<file path="config.mk">
export PLATFORM = sky130hd
export DESIGN_NAME = i2s_sample_tx_flat
export DESIGN_NICKNAME = d
export VERILOG_FILES = /design/src/rtl/i2s_sample_tx_pkg.sv /design/src/rtl/i2s_sample_tx_if.sv /design/src/rtl/i2s_bclk_gen.sv /design/src/rtl/i2s_sample_tx.sv /design/src/flat_wrapper.sv
export SDC_FILE = /design/constraint.sdc
export NUM_CORES = 1
export LEC_CHECK = 0
export ABC_AREA = 1
export CAP_MARGIN = 20
export CORE_AREA = 2 2 80 82
export CTS_BUF_LIST = sky130_fd_sc_hd__clkbuf_8 sky130_fd_sc_hd__clkbuf_16
export DETAILED_ROUTE_END_ITERATION = 8
export DIE_AREA = 0 0 82 84
export HOLD_SLACK_MARGIN = 0.15
export MAX_ROUTING_LAYER = met4
export PLACE_DENSITY = 0.84
export SETUP_SLACK_MARGIN = 0.02
export SYNTH_ARGS = -nofsm -noshare
export SYNTH_HDL_FRONTEND = slang
export SYNTH_HIERARCHICAL = 1
export SYNTH_SLANG_ARGS = --single-unit
</file>
<file path="constraint.sdc">
create_clock -name clk_i -period 2.2 [get_ports clk_i]
set_clock_uncertainty 0.05 [all_clocks]
set_input_delay 0.44 -clock clk_i [delete_from_list [all_inputs] [get_ports clk_i]]
set_output_delay 0.44 -clock clk_i [all_outputs]
set_load 0.1 [all_outputs]
</file>
<file path="src/rtl/i2s_sample_tx_pkg.sv">
// Shared synth constants: common sample width and the I2S frame length helper.
// Other synth blocks (oscillator, ADSR, mixer) reuse SAMPLE_W.
package i2s_sample_tx_pkg;

  localparam int SAMPLE_W     = 16;
  localparam int DEF_SLOT_W   = 16;
  localparam int DEF_BCLK_DIV = 4;

  // clk cycles per stereo frame: 2 slots * slot_w bits * 2 half-periods * bclk_div
  function automatic int frame_clks(input int slot_w, input int bclk_div);
    return 4 * slot_w * bclk_div;
  endfunction

  localparam int FRAME_CLKS = frame_clks(DEF_SLOT_W, DEF_BCLK_DIV);

endpackage

</file>
<file path="src/rtl/i2s_sample_tx_if.sv">
// Sample handshake plus I2S pins of the audio output stage.
// slave = transmitter side, master = sample source / link observer.
interface i2s_sample_tx_if
  import i2s_sample_tx_pkg::*;
#(
  parameter int DATA_W = SAMPLE_W
);

  logic [DATA_W-1:0] sample_in;
  logic              sample_valid;
  logic              sample_ready;
  logic              frame_tick;
  logic              underrun;
  logic              bclk;
  logic              lrclk;
  logic              sdata;

  modport master (
    output sample_in,
    output sample_valid,
    input  sample_ready,
    input  frame_tick,
    input  underrun,
    input  bclk,
    input  lrclk,
    input  sdata
  );

  modport slave (
    input  sample_in,
    input  sample_valid,
    output sample_ready,
    output frame_tick,
    output underrun,
    output bclk,
    output lrclk,
    output sdata
  );

endinterface

</file>
<file path="src/rtl/i2s_bclk_gen.sv">
// Bit clock divider: bclk toggles every BCLK_DIV clk cycles; fall_o flags the cycle
// in which bclk is about to go 1->0 (combinational, no backpressure).
module i2s_bclk_gen #(
  parameter int BCLK_DIV = 4
) (
  input  logic clk_i,
  input  logic arst_i,
  output logic bclk_o,
  output logic fall_o
);

  localparam int DIV_W = (BCLK_DIV > 1) ? $clog2(BCLK_DIV) : 1;
  localparam logic [DIV_W-1:0] DIV_LAST = DIV_W'(BCLK_DIV - 1);

  logic [DIV_W-1:0] div_cnt_q, div_cnt_d;
  logic             bclk_q, bclk_d;
  logic             wrap;

  always_comb begin
    wrap      = (div_cnt_q == DIV_LAST);
    div_cnt_d = wrap ? '0 : div_cnt_q + DIV_W'(1);
    bclk_d    = wrap ? ~bclk_q : bclk_q;
  end

  always_ff @(posedge clk_i) begin
    if (arst_i) begin
      div_cnt_q <= '0;
      bclk_q    <= 1'b0;
    end else begin
      div_cnt_q <= div_cnt_d;
      bclk_q    <= bclk_d;
    end
  end

  assign bclk_o = bclk_q;
  assign fall_o = wrap & bclk_q;

endmodule

</file>
<file path="src/rtl/i2s_sample_tx.sv">
// Mono PCM to I2S serialiser with one holding register; frame_tick paces upstream.
// Outputs change on bclk falling edges; sample_ready drops while a sample is held.
module i2s_sample_tx
  import i2s_sample_tx_pkg::*;
#(
  parameter int DATA_W   = SAMPLE_W,
  parameter int SLOT_W   = DEF_SLOT_W,
  parameter int BCLK_DIV = DEF_BCLK_DIV
) (
  input  logic           clk_i,
  input  logic           arst_i,
  i2s_sample_tx_if.slave tx_if
);

  localparam int FRAME_BITS = 2 * SLOT_W;
  localparam int BIT_W      = (FRAME_BITS > 2) ? $clog2(FRAME_BITS) : 1;
  localparam logic [BIT_W-1:0] BIT_LAST = BIT_W'(FRAME_BITS - 1);
  localparam logic [BIT_W-1:0] LR_LO    = BIT_W'(SLOT_W - 1);
  localparam logic [BIT_W-1:0] LR_HI    = BIT_W'(FRAME_BITS - 2);

  function automatic logic [SLOT_W-1:0] to_slot(input logic [DATA_W-1:0] s);
    logic [SLOT_W-1:0] r;
    r = '0;
    r[SLOT_W-1 -: DATA_W] = s;
    return r;
  endfunction

  logic                  bclk, fall;
  logic                  load;
  logic [DATA_W-1:0]     src;
  logic [SLOT_W-1:0]     src_slot;

  logic [DATA_W-1:0]     hold_q, hold_d;
  logic                  hold_full_q, hold_full_d;
  logic [DATA_W-1:0]     last_q, last_d;
  logic [FRAME_BITS-1:0] shift_q, shift_d;
  logic [BIT_W-1:0]      bit_cnt_q, bit_cnt_d;
  logic                  lrclk_q, lrclk_d;
  logic                  frame_tick_q, frame_tick_d;
  logic                  underrun_q, underrun_d;

  i2s_bclk_gen #(
    .BCLK_DIV (BCLK_DIV)
  ) u_bclk_gen (
    .clk_i  (clk_i),
    .arst_i (arst_i),
    .bclk_o (bclk),
    .fall_o (fall)
  );

  always_comb begin
    hold_d       = hold_q;
    hold_full_d  = hold_full_q;
    last_d       = last_q;
    shift_d      = shift_q;
    bit_cnt_d    = bit_cnt_q;
    lrclk_d      = lrclk_q;
    frame_tick_d = 1'b0;
    underrun_d   = 1'b0;
    src          = last_q;
    src_slot     = '0;
    load         = fall && (bit_cnt_q == BIT_LAST);

    if (load) begin
      // Held sample first, then a same-cycle bypass, else repeat the previous one.
      if (hold_full_q) begin
        src         = hold_q;
        hold_full_d = 1'b0;
      end else if (tx_if.sample_valid) begin
        src = tx_if.sample_in;
      end else begin
        underrun_d = 1'b1;
      end
      src_slot     = to_slot(src);
      shift_d      = {src_slot, src_slot};
      bit_cnt_d    = '0;
      last_d       = src;
      frame_tick_d = 1'b1;
    end else begin
      if (tx_if.sample_valid && !hold_full_q) begin
        hold_d      = tx_if.sample_in;
        hold_full_d = 1'b1;
      end
      if (fall) begin
        shift_d   = {shift_q[FRAME_BITS-2:0], 1'b0};
        bit_cnt_d = bit_cnt_q + BIT_W'(1);
      end
    end

    // Word select leads the slot MSB by one bit time.
    if (fall) begin
      lrclk_d = (bit_cnt_d >= LR_LO) && (bit_cnt_d <= LR_HI);
    end
  end

  always_ff @(posedge clk_i) begin
    if (arst_i) begin
      hold_q       <= '0;
      hold_full_q  <= 1'b0;
      last_q       <= '0;
      shift_q      <= '0;
      bit_cnt_q    <= BIT_LAST;
      lrclk_q      <= 1'b0;
      frame_tick_q <= 1'b0;
      underrun_q   <= 1'b0;
    end else begin
      hold_q       <= hold_d;
      hold_full_q  <= hold_full_d;
      last_q       <= last_d;
      shift_q      <= shift_d;
      bit_cnt_q    <= bit_cnt_d;
      lrclk_q      <= lrclk_d;
      frame_tick_q <= frame_tick_d;
      underrun_q   <= underrun_d;
    end
  end

  assign tx_if.sample_ready = ~hold_full_q;
  assign tx_if.frame_tick   = frame_tick_q;
  assign tx_if.underrun     = underrun_q;
  assign tx_if.bclk         = bclk;
  assign tx_if.lrclk        = lrclk_q;
  assign tx_if.sdata        = shift_q[FRAME_BITS-1];

endmodule

</file>
<file path="src/flat_wrapper.sv">
// flat-port wrapper written by rule: the top's interface ports become plain ports
module i2s_sample_tx_flat import i2s_sample_tx_pkg::*;
#(
  parameter int DATA_W   = SAMPLE_W,
  parameter int SLOT_W   = DEF_SLOT_W,
  parameter int BCLK_DIV = DEF_BCLK_DIV
)
  (clk_i, arst_i, tx_if_sample_in, tx_if_sample_valid, tx_if_sample_ready, tx_if_frame_tick, tx_if_underrun, tx_if_bclk, tx_if_lrclk, tx_if_sdata);
  i2s_sample_tx_if #(.DATA_W(DATA_W)) tx_if_i ();
  input  logic clk_i;
  input  logic arst_i;
  input wire logic [$bits(tx_if_i.sample_in)-1:0] tx_if_sample_in;
  input wire logic [$bits(tx_if_i.sample_valid)-1:0] tx_if_sample_valid;
  output wire logic [$bits(tx_if_i.sample_ready)-1:0] tx_if_sample_ready;
  output wire logic [$bits(tx_if_i.frame_tick)-1:0] tx_if_frame_tick;
  output wire logic [$bits(tx_if_i.underrun)-1:0] tx_if_underrun;
  output wire logic [$bits(tx_if_i.bclk)-1:0] tx_if_bclk;
  output wire logic [$bits(tx_if_i.lrclk)-1:0] tx_if_lrclk;
  output wire logic [$bits(tx_if_i.sdata)-1:0] tx_if_sdata;
  assign tx_if_i.sample_in = tx_if_sample_in;
  assign tx_if_i.sample_valid = tx_if_sample_valid;
  assign tx_if_sample_ready = tx_if_i.sample_ready;
  assign tx_if_frame_tick = tx_if_i.frame_tick;
  assign tx_if_underrun = tx_if_i.underrun;
  assign tx_if_bclk = tx_if_i.bclk;
  assign tx_if_lrclk = tx_if_i.lrclk;
  assign tx_if_sdata = tx_if_i.sdata;
  i2s_sample_tx #(.DATA_W(DATA_W), .SLOT_W(SLOT_W), .BCLK_DIV(BCLK_DIV)) u_core (.clk_i(clk_i), .arst_i(arst_i), .tx_if(tx_if_i));
endmodule
</file>
After elaboration in Yosys (flattened, before gate mapping)
Index checks and enable logic that the tools add are counted.
Storage, ports and cells
  word-level logic and storage cells: 37
  register bits after elaboration: 76
Cells by class
  reductions and logical operators: 9
  bitwise logic cells: 4
  magnitude comparators: 2
  add/subtract/negate cells: 2
  muxes and demuxes: 8
  equal/unequal tests: 2
Operator list (count)
  two-way mux 32 bit: 2
  two-way mux 16 bit: 2
  two-way mux 5 bit: 2
  adder 5 x 1 -> 5 bit, second input constant: 1
  equality test 5 bit, second input constant: 1
  greater-or-equal comparator 5 x 4 -> 1 bit, second input constant: 1
  <= comparator 5 bit, second input constant: 1
  OR reduction 2 bit: 2
  logical AND 1 bit: 3
  NOT 1 bit: 3
  OR reduction 3 bit: 1
  adder 2 x 1 -> 2 bit, second input constant: 1
  equality test 2 bit, second input constant: 1
  two-way mux 1 bit: 2
  AND reduction 2 bit: 1
  nonzero test 2 bit: 1
  bitwise AND 1 bit: 1
  logical NOT 1 bit: 1

Depth between registers and ports, before layout
  depth in word-level cells: 6
  depth in mapped cells: 11
  depth with buffers taken out: 11

Hierarchy
Netlist, hierarchy kept.
By module, submodules not included
  i2s_sample_tx: instances 1, area each 3105.5 um2, sequential area each 1461.4 um2, cells each 401
  i2s_bclk_gen: instances 1, area each 107.6 um2, sequential area each 60.1 um2, cells each 12

Worst setup path after synthesis
OpenSTA, ideal clock, no wires.
  kind: reg2reg
  start: reg u_core.u_bclk_gen.bclk_q (netlist: u_core/u_bclk_gen/bclk_o)
  end: reg u_core.lrclk_q (netlist: u_core/tx_if.lrclk)
  period minus slack after synthesis: 2.069 ns
  library setup time: 0.131 ns
  required time: 2.019 ns
  setup slack: 0.131 ns
  stages on the path, launching flop included: 9
  arrival: 1.888 ns
  buffers on the path: 1
  path through: dfxtp_1 -> nand2_1 -> inv_1 -> buf_6 -> a21oi_1 -> nor2_1 -> nand4_1 -> nand3_2 -> a21oi_2
On the way
  word-level cells in the longest chain between the ends: 5
  elaborated cells between the ends (all ways): 7
  classes of those cells: order compare (2); mux (2); bitwise (1); reduce/logical (2)
RTL lines
  start: declaration: RTL line i2s_bclk_gen.sv:16  | logic bclk_q, bclk_d;
  start signal: assignment: RTL line i2s_bclk_gen.sv:31  | bclk_q <= bclk_d;
  bitwise AND 1 bit *: RTL line i2s_bclk_gen.sv:36  | assign fall_o = wrap & bclk_q;
  named net u_core.fall: RTL line i2s_sample_tx.sv:28  | logic bclk, fall;
  two-way mux 5 bit or logical AND 1 bit (tied branches): RTL line i2s_sample_tx.sv:84, i2s_sample_tx.sv:62
  two-way mux 5 bit: RTL line i2s_sample_tx.sv:64  | if (load) begin
  greater-or-equal comparator 5 x 4 -> 1 bit or <= comparator 5 bit (tied branches): RTL line i2s_sample_tx.sv:92  | lrclk_d = (bit_cnt_d >= LR_LO) && (bit_cnt_d <= LR_HI);
  logical AND 1 bit: RTL line i2s_sample_tx.sv:92
  end signal: assignment: RTL line i2s_sample_tx.sv:112  | lrclk_q <= lrclk_d;
  end: declaration: RTL line i2s_sample_tx.sv:38  | logic lrclk_q, lrclk_d;
Mark *: on every way through the listed nets, which the timed path passes. The rest lies on a longest branch.
A chain may end at the register's enable or synchronous reset.

Worst setup path in the final report
  start: reg u_core.bit_cnt_q[0]
  end: reg u_core.hold_q[5]
On the way
  word-level cells in the longest chain between the ends: 4
RTL lines
  start: declaration: RTL line i2s_sample_tx.sv:37  | logic [BIT_W-1:0] bit_cnt_q, bit_cnt_d;
  start signal: assignment: RTL line i2s_sample_tx.sv:111  | bit_cnt_q <= bit_cnt_d;
  equality test 5 bit: RTL line i2s_sample_tx.sv:62  | load = fall && (bit_cnt_q == BIT_LAST);
  logical AND 1 bit: RTL line i2s_sample_tx.sv:62
  NOT 1 bit (no source line)
  AND reduction 2 bit (no source line)
  end signal: assignment: RTL line i2s_sample_tx.sv:107  | hold_q <= hold_d;
  end: declaration: RTL line i2s_sample_tx.sv:33  | logic [DATA_W-1:0] hold_q, hold_d;
No other way between the ends.

==> impl_metrics.toml <==
[logic_synthesis]
synth_top_area_cell = "dfxtp_1"
ys_top_cells_by_count = "136 x nand2_1, 76 x dfxtp_1, 45 x inv_1, 27 x o21ai_0, 20 x a21oi_1"
synth-edff-count = 0
async_reset_ff_frac = 0
synthDominantCellAreaShare = 0.474
syn_area_mm2 = 0.00321
synth.avg_cell_area_um2 = 7.78
ys.flop_type = "dfxtp_1"
ys_seq_area_frac = 0.474
synth_area_leaders = "dfxtp_1 47%, nand2_1 16%, inv_1 5.3%, o21ai_0 4.2%, o22ai_1 3.5%"
ys_seq_elements = 76
synth_warnings = 6
synth_fp_nets = 435
yosysMostFrequentCell = "nand2_1"
synthCells = 413
synth_cell_type_count = 32

[power_and_ir_drop]
comb_power_share = 0.079
ir_worst_vdd_v = 0.000681
sequentialPowerShare = 0.449
p_int_w = 0.00248
pwr-share-clk = 0.472
power.density_mw_per_mm2 = 839
p_sw_w = 0.000683
switching_share = 0.216
p_leak_nw = 1.55

[global_route]
grt_pass1_wl_um = 11700
grt_usage = 0.223
antenna_found_initial = 0
grt_pass1_vias = 2610
grt-ovfl-total = 0
grt_max_degree = 26

[die]
start_util = 0.527
fp.dieH_um = 84
die_area_mm2 = 0.00689
coreArea_mm2 = 0.00610
core.rowCount = 29
die_w_um = 82
ioPinCount = 25

[critical_path]
cp_slowest_stage_delay_ps = 340
crit_fanout = 12
critPathRequiredTime_ps = 2430
crit_path_end_kind = "register"
slowest_stage = "dfxtp_1"
path_class = "reg -> reg"
r2r-start = "u_core/bit_cnt_q[0]$_SDFF_PP1_"
arrival_ps = 2180
path_buf_inv = 2
critPathLaunch = "u_core/bit_cnt_q[0]$_SDFF_PP1_"
crit_family = "simple AND/OR/NAND/NOR gates"
critPathLaunchType = "register"
cp_cell_sequence = "ha_1 -> nand2_1 -> nor2_1 -> ha_1 -> nand2_4 -> clkinv_2 -> nor2_4 -> buf_4 -> nand2_1 -> a21oi_1"

[sta]
rsz0062_at_grt = "false"
drv_slew = 0
maxSlewHeadroom = 0.737
whs_ps = 382
final_hold_viol_count = 0
fmax_mhz = 512
layout_min_cycle_time_ps = 1950
fin_crit_sh = 0.888
tightest_slew_ps = 393
fin_tns_setup_ps = 0
setup_violations = 0

[detailed_routing]
wire_per_inst_um = 13.4
viasPerCell = 5.30
num_vias = 2754
drt_pass1_iterations = 5
drcViolationCount = 0
drtAntennaViolNets = 0
wirelength_um = 6950
drt_iter0_drc = 197

[hold_path]
hp-start = "u_core/u_bclk_gen/div_cnt_q[0]$_SDFF_PP0_"
hp-class = "reg -> reg"

[final_layout]
drive_above_1_share = 0.115
n_antenna_cell = 0
syn_to_final_growth_pct = 17.3
finalNetCount = 460

[placement]
hpwlAfterDp_um = 4780
port_buffers = 24
gp_congestion = 0.803

[clock_network]
path_clk_slew_ps = 90
cts.path.max_buffers = 2
clockRootBuffer = "clkbuf_8"
cts_tree = "done"
htree_levels = 3
clock_sinks = 76
numCtsBuffers = 9
clk_latency_ps = 350

[status]
status = "finished, final reports clean"

[flow_run]
maxCapViolCount = 0
-- per-layer routing --
metal / vias to the layer above / share of wire / track usage
met5: - / 0 / -
met4: 0 / 0.015 / 0.0894
met3: 11 / 0.050 / 0.0400
met2: 80 / 0.49 / 0.353
met1: 1280 / 0.44 / 0.280
li1: 1383 / - / -
-- registers in the layout (all words and copies together) (netlist names) --
signal and flops:
u_core/shift_q 32, u_core/hold_q 16, u_core/last_q 16, u_core/bit_cnt_q 5, u_core/u_bclk_gen/div_cnt_q 2, u_core/hold_full_q 1, u_core/tx_if.frame_tick 1, u_core/tx_if.lrclk 1
u_core/tx_if.underrun 1, u_core/u_bclk_gen/bclk_o 1
-- timing repair --
action,in CTS,in global routing
gates resized for setup,0,1
setup endpoints to repair,0,47
setup buffers,0,1
hold buffers,0,0
-- logic make-up after synthesis --
kind of cell,synth area share
compound gates,0.169
fa+ha+maj,0.0117
buf+inv,0.106
flops,0.474
mux,0.0218
simple gates,0.217
-- power by group through the flow --
stage / clock, W / sequential [W] / combinational (W)
floorplan: 0 / 0.00146 / 0.000167
global placement: 0 / 0.00145 / 0.000240
detailed placement: 0 / 0.00145 / 0.000245
CTS: 0.00151 / 0.00142 / 0.000246
global route: 0.00155 / 0.00142 / 0.000274
finish: 0.00149 / 0.00142 / 0.000250
-- stage by stage --
stage / instances / utilization / cell area (um^2) / setup WS [ps] / power (W)
6_report: 520 / 0.618 / 3770 / 247 / 0.00316
5_1_grt: 520 / 0.618 / 3770 / 109 / 0.00325
4_1_cts: 519 / 0.616 / 3760 / 50.0 / 0.00317
3_5_place_dp: 503 / 0.569 / 3470 / 121 / 0.00170
3_3_place_gp: 503 / 0.569 / 3470 / 218 / 0.00169
2_1_floorplan: 413 / - / 3210 / 131 / 0.00163
-- layout by cell type, fill, tap and decap left out, drive strengths merged, types with 2 or more instances in the layout --
master         count
clkbuf             9
clkdlybuf4s50     18
nand3              8
o221ai             3
nand2            139
o21ai             28
ha                 3
a211oi             3
a31oi              2
dfxtp             76
nor3               2
nor2              16
mux2i              7
a21oi             22
o211ai            13
o22ai             18
clkinv             2
inv               50
bufinv             5
buf               16
-- final timing paths --
check,endpoint,slack [ps],cells past startpoint
worst max register to register,u_core/hold_q[5]$_SDFFE_PP0P_,250,10
worst max-delay path,u_core/hold_q[5]$_SDFFE_PP0P_,250,10
worst min register to register,u_core/u_bclk_gen/div_cnt_q[0]$_SDFF_PP0_,380,1
worst min-delay path,u_core/u_bclk_gen/div_cnt_q[0]$_SDFF_PP0_,380,1
-- final cells by class --
| cell class | instances | area [um^2] |
|---|---|---|
| Fill cell | 495 | 2330 |
| Tap cell | 77 | 96.3 |
| Clock buffer | 9 | 124 |
| Inverter | 51 | 198 |
| Timing Repair Buffer | 34 | 313 |
| Clock inverter | 7 | 163 |
| Multi-Input combinational cell | 266 | 1360 |
| Sequential cell | 76 | 1520 |
Power figures use the tool's default switching activity.
